## src/rtl/vga_sync_gen.sv

```systemverilog
// rtl/vga_sync_gen.sv - 640x480@60 VGA timing generator: pixel divider, h/v counters, syncs
module vga_sync_gen #(
    parameter int CLK_DIV   = 4,
    parameter int H_DISPLAY = 640,
    parameter int H_FRONT   = 16,
    parameter int H_SYNC    = 96,
    parameter int H_BACK    = 48,
    parameter int V_DISPLAY = 480,
    parameter int V_FRONT   = 10,
    parameter int V_SYNC    = 2,
    parameter int V_BACK    = 33
) (
    input  logic       clk,
    input  logic       rst,
    output logic       p_tick,
    output logic [9:0] pixel_x,
    output logic [9:0] pixel_y,
    output logic       video_on,
    output logic       hsync,
    output logic       vsync,
    output logic       frame_tick
);
    localparam int H_TOTAL  = H_DISPLAY + H_FRONT + H_SYNC + H_BACK;
    localparam int V_TOTAL  = V_DISPLAY + V_FRONT + V_SYNC + V_BACK;
    localparam int HS_START = H_DISPLAY + H_FRONT;
    localparam int HS_END   = HS_START + H_SYNC - 1;
    localparam int VS_START = V_DISPLAY + V_FRONT;
    localparam int VS_END   = VS_START + V_SYNC - 1;
    localparam int DIV_W    = $clog2(CLK_DIV);

    logic [DIV_W-1:0] r_div;
    logic [9:0]       r_x;
    logic [9:0]       r_y;
    logic             r_video_on;
    logic             r_hsync;
    logic             r_vsync;

    logic             w_tick;
    logic             w_x_end;
    logic             w_y_end;
    logic [9:0]       w_x_next;
    logic [9:0]       w_y_next;

    assign w_tick  = (r_div == DIV_W'(CLK_DIV - 1));
    assign w_x_end = (r_x == 10'(H_TOTAL - 1));
    assign w_y_end = (r_y == 10'(V_TOTAL - 1));

    // Next counter values; decodes are built from these so they line up with the counters
    always_comb begin
        w_x_next = r_x;
        w_y_next = r_y;
        if (w_tick) begin
            if (w_x_end) begin
                w_x_next = '0;
                w_y_next = w_y_end ? '0 : r_y + 10'd1;
            end else begin
                w_x_next = r_x + 10'd1;
            end
        end
    end

    // Pixel-rate divider: wraps at CLK_DIV-1, which is where the pixel enable sits
    always_ff @(posedge clk or negedge rst) begin
        if (!rst) begin
            r_div <= '0;
        end else if (w_tick) begin
            r_div <= '0;
        end else begin
            r_div <= r_div + DIV_W'(1);
        end
    end

    // Horizontal/vertical counters advance only on the pixel enable
    always_ff @(posedge clk or negedge rst) begin
        if (!rst) begin
            r_x <= '0;
            r_y <= '0;
        end else begin
            r_x <= w_x_next;
            r_y <= w_y_next;
        end
    end

    // Registered decodes from next counter values, zero skew against pixel_x/pixel_y
    always_ff @(posedge clk or negedge rst) begin
        if (!rst) begin
            r_video_on <= 1'b0;
            r_hsync    <= 1'b1;
            r_vsync    <= 1'b1;
        end else begin
            r_video_on <= (w_x_next < 10'(H_DISPLAY)) && (w_y_next < 10'(V_DISPLAY));
            r_hsync    <= !((w_x_next >= 10'(HS_START)) && (w_x_next <= 10'(HS_END)));
            r_vsync    <= !((w_y_next >= 10'(VS_START)) && (w_y_next <= 10'(VS_END)));
        end
    end

    assign p_tick     = w_tick;
    assign pixel_x    = r_x;
    assign pixel_y    = r_y;
    assign video_on   = r_video_on;
    assign hsync      = r_hsync;
    assign vsync      = r_vsync;
    assign frame_tick = w_tick & w_x_end & w_y_end;
endmodule

```

## config.mk

```make
export PLATFORM = sky130hd
export DESIGN_NAME = vga_sync_gen
export DESIGN_NICKNAME = d
export VERILOG_FILES = /design/src/rtl/vga_sync_gen.sv
export SDC_FILE = /design/constraint.sdc
export NUM_CORES = 1
export LEC_CHECK = 0
export CORE_MARGIN = 2
export CORE_UTILIZATION = 45
export DETAILED_ROUTE_END_ITERATION = 7
export PLACE_DENSITY = 0.78
export SYNTH_ARGS = -nofsm -noshare
export SYNTH_HDL_FRONTEND = slang
export SYNTH_SLANG_ARGS = --single-unit
```

## constraint.sdc

```tcl
create_clock -name clk -period 2.54 [get_ports clk]
set_clock_uncertainty 0.15 [all_clocks]
set_input_delay 0.254 -clock clk [delete_from_list [all_inputs] [get_ports clk]]
set_output_delay 0.254 -clock clk [all_outputs]
set_load 0.05 [all_outputs]
```

==> results of run 1 <==
[flip-flops by register name, summed over array words and instances, names as in the netlist]
register	flops
vsync	1
pixel_x	10
pixel_y	10
r_div	2
hsync	1
video_on	1
[report_power, final]
group | internal, mW | switching [mW] | total, mW
Sequential | 0.398 | 0 | 0.398
Clock | 0.0588 | 0.114 | 0.173
Combinational | 0.00236 | 0.00756 | 0.00991
[cell type report]
| class | instances | share of cell area, % |
|---|---|---|
| clock buffer | 3 | 1.20 |
| inverter | 8 | 1.59 |
| timing repair buffer | 34 | 17.5 |
| clock inverter | 1 | 0.266 |
| sequential | 25 | 33.5 |
| tap | 46 | 3.05 |
| multi-input combinational | 114 | 42.9 |
[cells in the mapped netlist (2+ instances only)]
master     count
a21oi_1        2
and2_1         3
and3_1         2
buf_2          2
buf_6          2
clkbuf_1       2
clkbuf_8       2
dfrtp_1       23
dfstp_2        2
ha_1           4
inv_1          8
nand2_1       14
nand2b_1       3
nand3_1        8
nand4_1       10
nor2_1        10
nor3_1         4
nor3b_1        3
o2111ai_1      3
o21a_1         2
o21ai_0        7
o22ai_1        3
or2_2          2
or3_1          2
xnor2_1        6
xor2_1         5
[path summary, 6_finish.rpt]
check | slack [ns] | from | end
max | 0.07 | pixel_y[7] | frame_tick
min | 0.14 | rst | pixel_y[4]
max reg2reg | 0.20 | pixel_x[0] | video_on
min reg2reg | 0.35 | r_div[0] | r_div[0]
max in group asynchronous | 1.81 | rst | vsync
min in group clk | 0.35 | r_div[0] | r_div[0]
[metal layers]
metal	track usage, %	vias up
met5	0	-
met4	5.47	0
met3	3.73	4
met2	30.5	56
met1	26.5	614
li1	-	625
[cell families (layout without fill, tap and decap cells)]
logic type / after synthesis / in the layout / synth area share (%)
adders and majority gates: 4 / 4 / 3.32
and+or+nand+nor: 67 / 67 / 24.2
xor gates and xnor gates: 11 / 11 / 6.39
buffers and inverters: 17 / 46 / 6.97
AOI/OAI and AO/OA: 31 / 31 / 16.8
DFF: 25 / 25 / 41.7
muxes: 1 / 1 / 0.747
[layout by cell type (no fill, tap or decap), types with 2 or more instances in the layout]
| master | count |
|---|---|
| clkbuf_4 | 3 |
| nor3_1 | 3 |
| a21oi_1 | 2 |
| o21ai_0 | 7 |
| inv_1 | 8 |
| and3_1 | 2 |
| buf_4 | 8 |
| nand2b_1 | 3 |
| xor2_1 | 5 |
| and2_1 | 3 |
| dfstp_2 | 2 |
| nand3_1 | 8 |
| o21a_1 | 2 |
| or3_4 | 2 |
| o22ai_1 | 3 |
| nand4_1 | 10 |
| nor2_1 | 9 |
| or2_2 | 2 |
| nor3b_1 | 3 |
| nand2_1 | 14 |
| clkdlybuf4s50_1 | 25 |
| ha_1 | 3 |
| xnor2_1 | 6 |
| o2111ai_1 | 3 |
| dfrtp_2 | 2 |
| dfrtp_1 | 21 |
[metrics by stage]
step / utilization (%) / area, sq um / worst slack, ns / hold WS, ns / power, mW
floorplan: - / 1530 / 0.0177 / -0.192 / 0.406
global placement: 56.0 / 1840 / 0.216 / 0.319 / 0.416
detailed placement: 56.0 / 1840 / 0.142 / 0.329 / 0.416
CTS: 57.0 / 1870 / 0.00297 / 0.148 / 0.588
global route: 57.4 / 1880 / 0.00761 / 0.154 / 0.612
finish: 57.4 / 1880 / 0.0679 / 0.139 / 0.581
[worst max-delay path: stages (launching register included)]
cell,delay [ns]
dfrtp_1,0.43
or4b_1,0.54
or4_4,0.51
nor2_4,0.13
buf_12,0.14
[what timing repair did]
item	4_1_cts	5_1_grt
resized for setup	1	1
setup endpoints to repair	1	1
pin swaps	0	1
buffers inserted	0	1
==> impl_metrics.toml, run 1 <==
[clock_tree]
ctsHtreeMaxLevel = 1
root_buffer = "clkbuf_4"
hold_buffers = 0
clock_sinks = 25
worstSkewPairLatency_ns = 0.31
numCtsBuffers = 3
cts_tree = "yes"
clk_pin_slew_ns = 0.13
clock_path_buffers = 2

[final_layout]
antenna-diode-count = 0
multi_input_area_sq_um = 808
regArea_sq_um = 631
finalNetCount = 192
areaGrowthSynthToFinish_pct = 25.0
num-fill-cells = 298
final-instance-count-excl-fill = 231
drive_gt1_share_pct = 17.3

[place]
numPortBuffers = 26
dp_hpwl_mm = 2.48
dpl.cell_count = 226
globalplace.congestion = 0.932

[yosys]
async_flop_share_pct = 100
synth_top_area_share_pct = 38.2
syn_area_sq_um = 1510
seq_area_frac_synth_pct = 41.7
syn_avg_cell_area_sq_um = 9.66
synth-seq-cells = 25
synth_edf_count = 0
yosys.area.top_type = "dfrtp_1"
netlist_top_cells_area = "dfrtp_1 (38%), nand4_1 (4.1%), dfstp_2 (3.5%)"
yosysUniqueCellTypes = 48
synthCells = 156
syn_nets = 162
ys_warn_count = 0
ys.flop_type = "dfrtp_1"

[sta]
grt_setup_unrepaired = "no"
max_freq_mhz = 405
finalSetupViolations = 0
setup_tns_ns = 0
final.min_clock_period_ns = 2.47
report.final.hold_viol_count = 0
tightestPinTransition_ns = 0.512
slew_violations = 0
fin_crit_sh_pct = 97.3
relSlewSlack_pct = 65.8

[critical_path]
cp_max_fo = 9
startpoint_type = "flip-flop"
ff2ff_path_depth = 6
crit_path_end_kind = "primary output"
crit_type = "flip-flop to primary output"
cp_data_required_time_ns = 2.14
arrival_ns = 2.07

[floorplanning]
die_w_microns = 61.9
dieArea_sq_um = 3830
fp.coreArea_sq_um = 3280
start_util_pct = 45.9
chipHeight_microns = 61.9
io-pin-count = 27
row_count = 21

[pwr]
power.density_nw_per_um2 = 308
leakage_nw = 0.719
ir_worst_vdd_mv = 0.203

[global_route]
gr-usage-all-layers_pct = 19.1
antenna_found_initial = 0
grt_max_degree = 26
grt_pass1_vias = 1206
grt_pass1_wl_mm = 5.48
grt_overflow = 0

[status]
status = "finished, final reports clean"

[routing]
vias = 1299
wl_met3_microns = 198
ant_nets = 0
drc_errors = 0
first_iter_violations = 96
dr_wl_met2_mm = 1.54
wl_met1_mm = 1.51
wl_per_cell_microns = 14.1
drt_wl_total_mm = 3.27
drt_pass1_iterations = 4
viasPerCell = 5.62
topRoutingLayerUsed = "met4"

[min_path]
holdCritPathClass = "input port to async pin"

[run]
cap_violations = 0
Power figures use the tool's default switching activity.
==> run 2: changes to the inputs <==
--- a/config.mk
+++ b/config.mk
@@ -7,6 +7,7 @@
 export LEC_CHECK = 0
 export CORE_MARGIN = 2
 export CORE_UTILIZATION = 45
+export CTS_BUF_LIST = sky130_fd_sc_hd__clkbuf_4
 export DETAILED_ROUTE_END_ITERATION = 7
 export PLACE_DENSITY = 0.78
 export SYNTH_ARGS = -nofsm -noshare
==> results of run 2 <==
The final DEF is identical to that of run 1; final timing and power are the same.
==> run 3: changes to the inputs <==
--- a/config.mk
+++ b/config.mk
@@ -5,6 +5,7 @@
 export SDC_FILE = /design/constraint.sdc
 export NUM_CORES = 1
 export LEC_CHECK = 0
+export CAP_MARGIN = 20
 export CORE_MARGIN = 2
 export CORE_UTILIZATION = 45
 export CTS_BUF_LIST = sky130_fd_sc_hd__clkbuf_4
==> constraint.sdc (replaced) <==
create_clock -name clk -period 2.54 [get_ports clk]
set_clock_uncertainty 0.15 [all_clocks]
set_input_delay 0.508 -clock clk [delete_from_list [all_inputs] [get_ports clk]]
set_output_delay 0.508 -clock clk [all_outputs]
set_load 0.05 [all_outputs]
==> impl_metrics.toml, run 3 (synthesis results as in run 1) <==
[final_layout]
regArea_sq_um = 636
final-instance-count-excl-fill = 237
multi_input_area_sq_um = 812
antenna-diode-count = 0
drive_gt1_share_pct = 22.5
num-fill-cells = 294
finalNetCount = 198
final_common_cell = "clkdlybuf4s50_1"
final_cell_mix = "clkdlybuf4s50_1 (25), dfrtp_1 (17), nand2_1 (14), buf_4 (14), nand4_1 (10)"
areaGrowthSynthToFinish_pct = 28.7

[global_route]
grt_pass1_vias = 1247
antenna_found_initial = 0
grt_max_degree = 26
grt_overflow = 0
grt_pass1_wl_mm = 5.87
gr-usage-all-layers_pct = 20.9

[sta]
finalWorstSetupSlack_ns = -0.105
fin_crit_sh_pct = 104
setup_tns_ns = -0.105
report.final.hold_viol_count = 0
final.min_clock_period_ns = 2.65
slew_violations = 0
max_freq_mhz = 378
relSlewSlack_pct = 64.5
grt_setup_unrepaired = "yes"
finalSetupViolations = 1
tightestPinTransition_ns = 0.531

[floorplanning]
die_w_microns = 61.9
fp.coreArea_sq_um = 3280
io-pin-count = 27
chipHeight_microns = 61.9
dieArea_sq_um = 3830
row_count = 21
start_util_pct = 45.9

[run]
cap_violations = 0

[pwr]
p_sw_mw = 0.129
p_sw_share_pct = 21.4
power_frac_comb_pct = 1.6
pwr-share-seq_pct = 66.2
power.density_nw_per_um2 = 310
finalPower_mw = 0.602
p_int_mw = 0.473
leakage_nw = 0.745
clkPwrFrac_pct = 32.2
ir_worst_vdd_mv = 0.219

[critical_path]
cp_max_fo = 2
crit_path_end_kind = "primary output"
crit_type = "flip-flop to primary output"
startpoint_type = "flip-flop"
arrival_ns = 1.99
cp_data_required_time_ns = 1.88

[clock_tree]
cts_tree = "yes"
numCtsBuffers = 3
worstSkewPairLatency_ns = 0.32
clk_pin_slew_ns = 0.14
ctsHtreeMaxLevel = 1
clock_path_buffers = 2
clock_sinks = 25
root_buffer = "clkbuf_4"

[status]
failed_checks = "negative setup slack"
status = "finished with violations"

[place]
numPortBuffers = 26
dp_hpwl_mm = 2.68
dpl.cell_count = 232
globalplace.congestion = 0.952

[routing]
ant_nets = 0
viasPerCell = 5.53
wl_per_cell_microns = 14.8
drt_pass1_iterations = 4
vias = 1311
drc_errors = 0
drt_wl_total_mm = 3.50
first_iter_violations = 112

[min_path]
holdCritPathClass = "flip-flop to flip-flop"
## run 3: cell types whose count changed in the layout (fill, tap and decap cells not counted)
cell / before / now
clkbuf_4: 3 / 4
dfrtp_1: 21 / 17
clkinv_2: 1 / 0
or4b_1: 1 / 0
buf_4: 8 / 14
dfrtp_2: 2 / 6
or4b_4: 0 / 1
## run 3: routing by layer
metal / GRT usage, % / routed length, microns
met1: 27.7 / 1510
met2: 35.6 / 1780
met3: 2.69 / 181
met4: 6.38 / 34
met5: 0 / 0
## run 3: worst paths after layout
| check | from | to | slack (ns) | cells after the start |
|---|---|---|---|---|
| min in group asynchronous | rst | pixel_y[0] | 0.38 | 2 |
| worst max-delay path | pixel_y[7] | frame_tick | -0.11 | 4 |
| worst min register to register | r_div[0] | r_div[0] | 0.34 | 1 |
| max in group asynchronous | rst | hsync | 1.57 | 2 |
| worst min-delay path | r_div[0] | r_div[0] | 0.34 | 1 |
| worst max register to register | pixel_y[7] | video_on | 0.24 | 6 |
## run 3: critical path: stages (launching register included)
cell and delay, ns:
dfrtp_2 0.43, or4b_4 0.52, or4_4 0.45, nor2_4 0.12, buf_12 0.14
## run 3: timing repair
item	CTS	global route
pin swaps	1	0
endpoints found under the setup margin	1	1
cloned	0	0
hold buffers	0	0
resized for setup	2	1
setup buffers	1	0
## run 3: cell type report
| type | instances | share of cell area, % |
|---|---|---|
| tap | 46 | 2.97 |
| inverter | 8 | 1.55 |
| timing repair buffer | 40 | 19.3 |
| sequential | 25 | 32.8 |
| clock buffer | 4 | 1.55 |
| multi-input combinational | 114 | 41.8 |
## run 3: through the flow
stage | util, % | worst slack [ns] | area, sq um | hold slack (ns)
final | 59.1 | -0.105 | 1940 | 0.343
after global routing | 59.1 | -0.153 | 1940 | 0.381
after CTS | 59.0 | -0.124 | 1940 | 0.349
after detailed placement | 57.6 | 0.107 | 1890 | 0.328
after global placement | 57.6 | 0.157 | 1890 | 0.318
after floorplan | - | -0.0493 | 1540 | 0.0624
## run 3: power groups by stage
| stage | combinational [mW] | sequential [mW] | clock (mW) |
|---|---|---|---|
| final | 0.00986 | 0.398 | 0.194 |
| after global routing | 0.0118 | 0.398 | 0.213 |
| after floorplan | 0.000000280 | 0.406 | 0 |
| after CTS | 0.0107 | 0.398 | 0.199 |
| after global placement | 0.0105 | 0.406 | 0 |
| after detailed placement | 0.0108 | 0.406 | 0 |
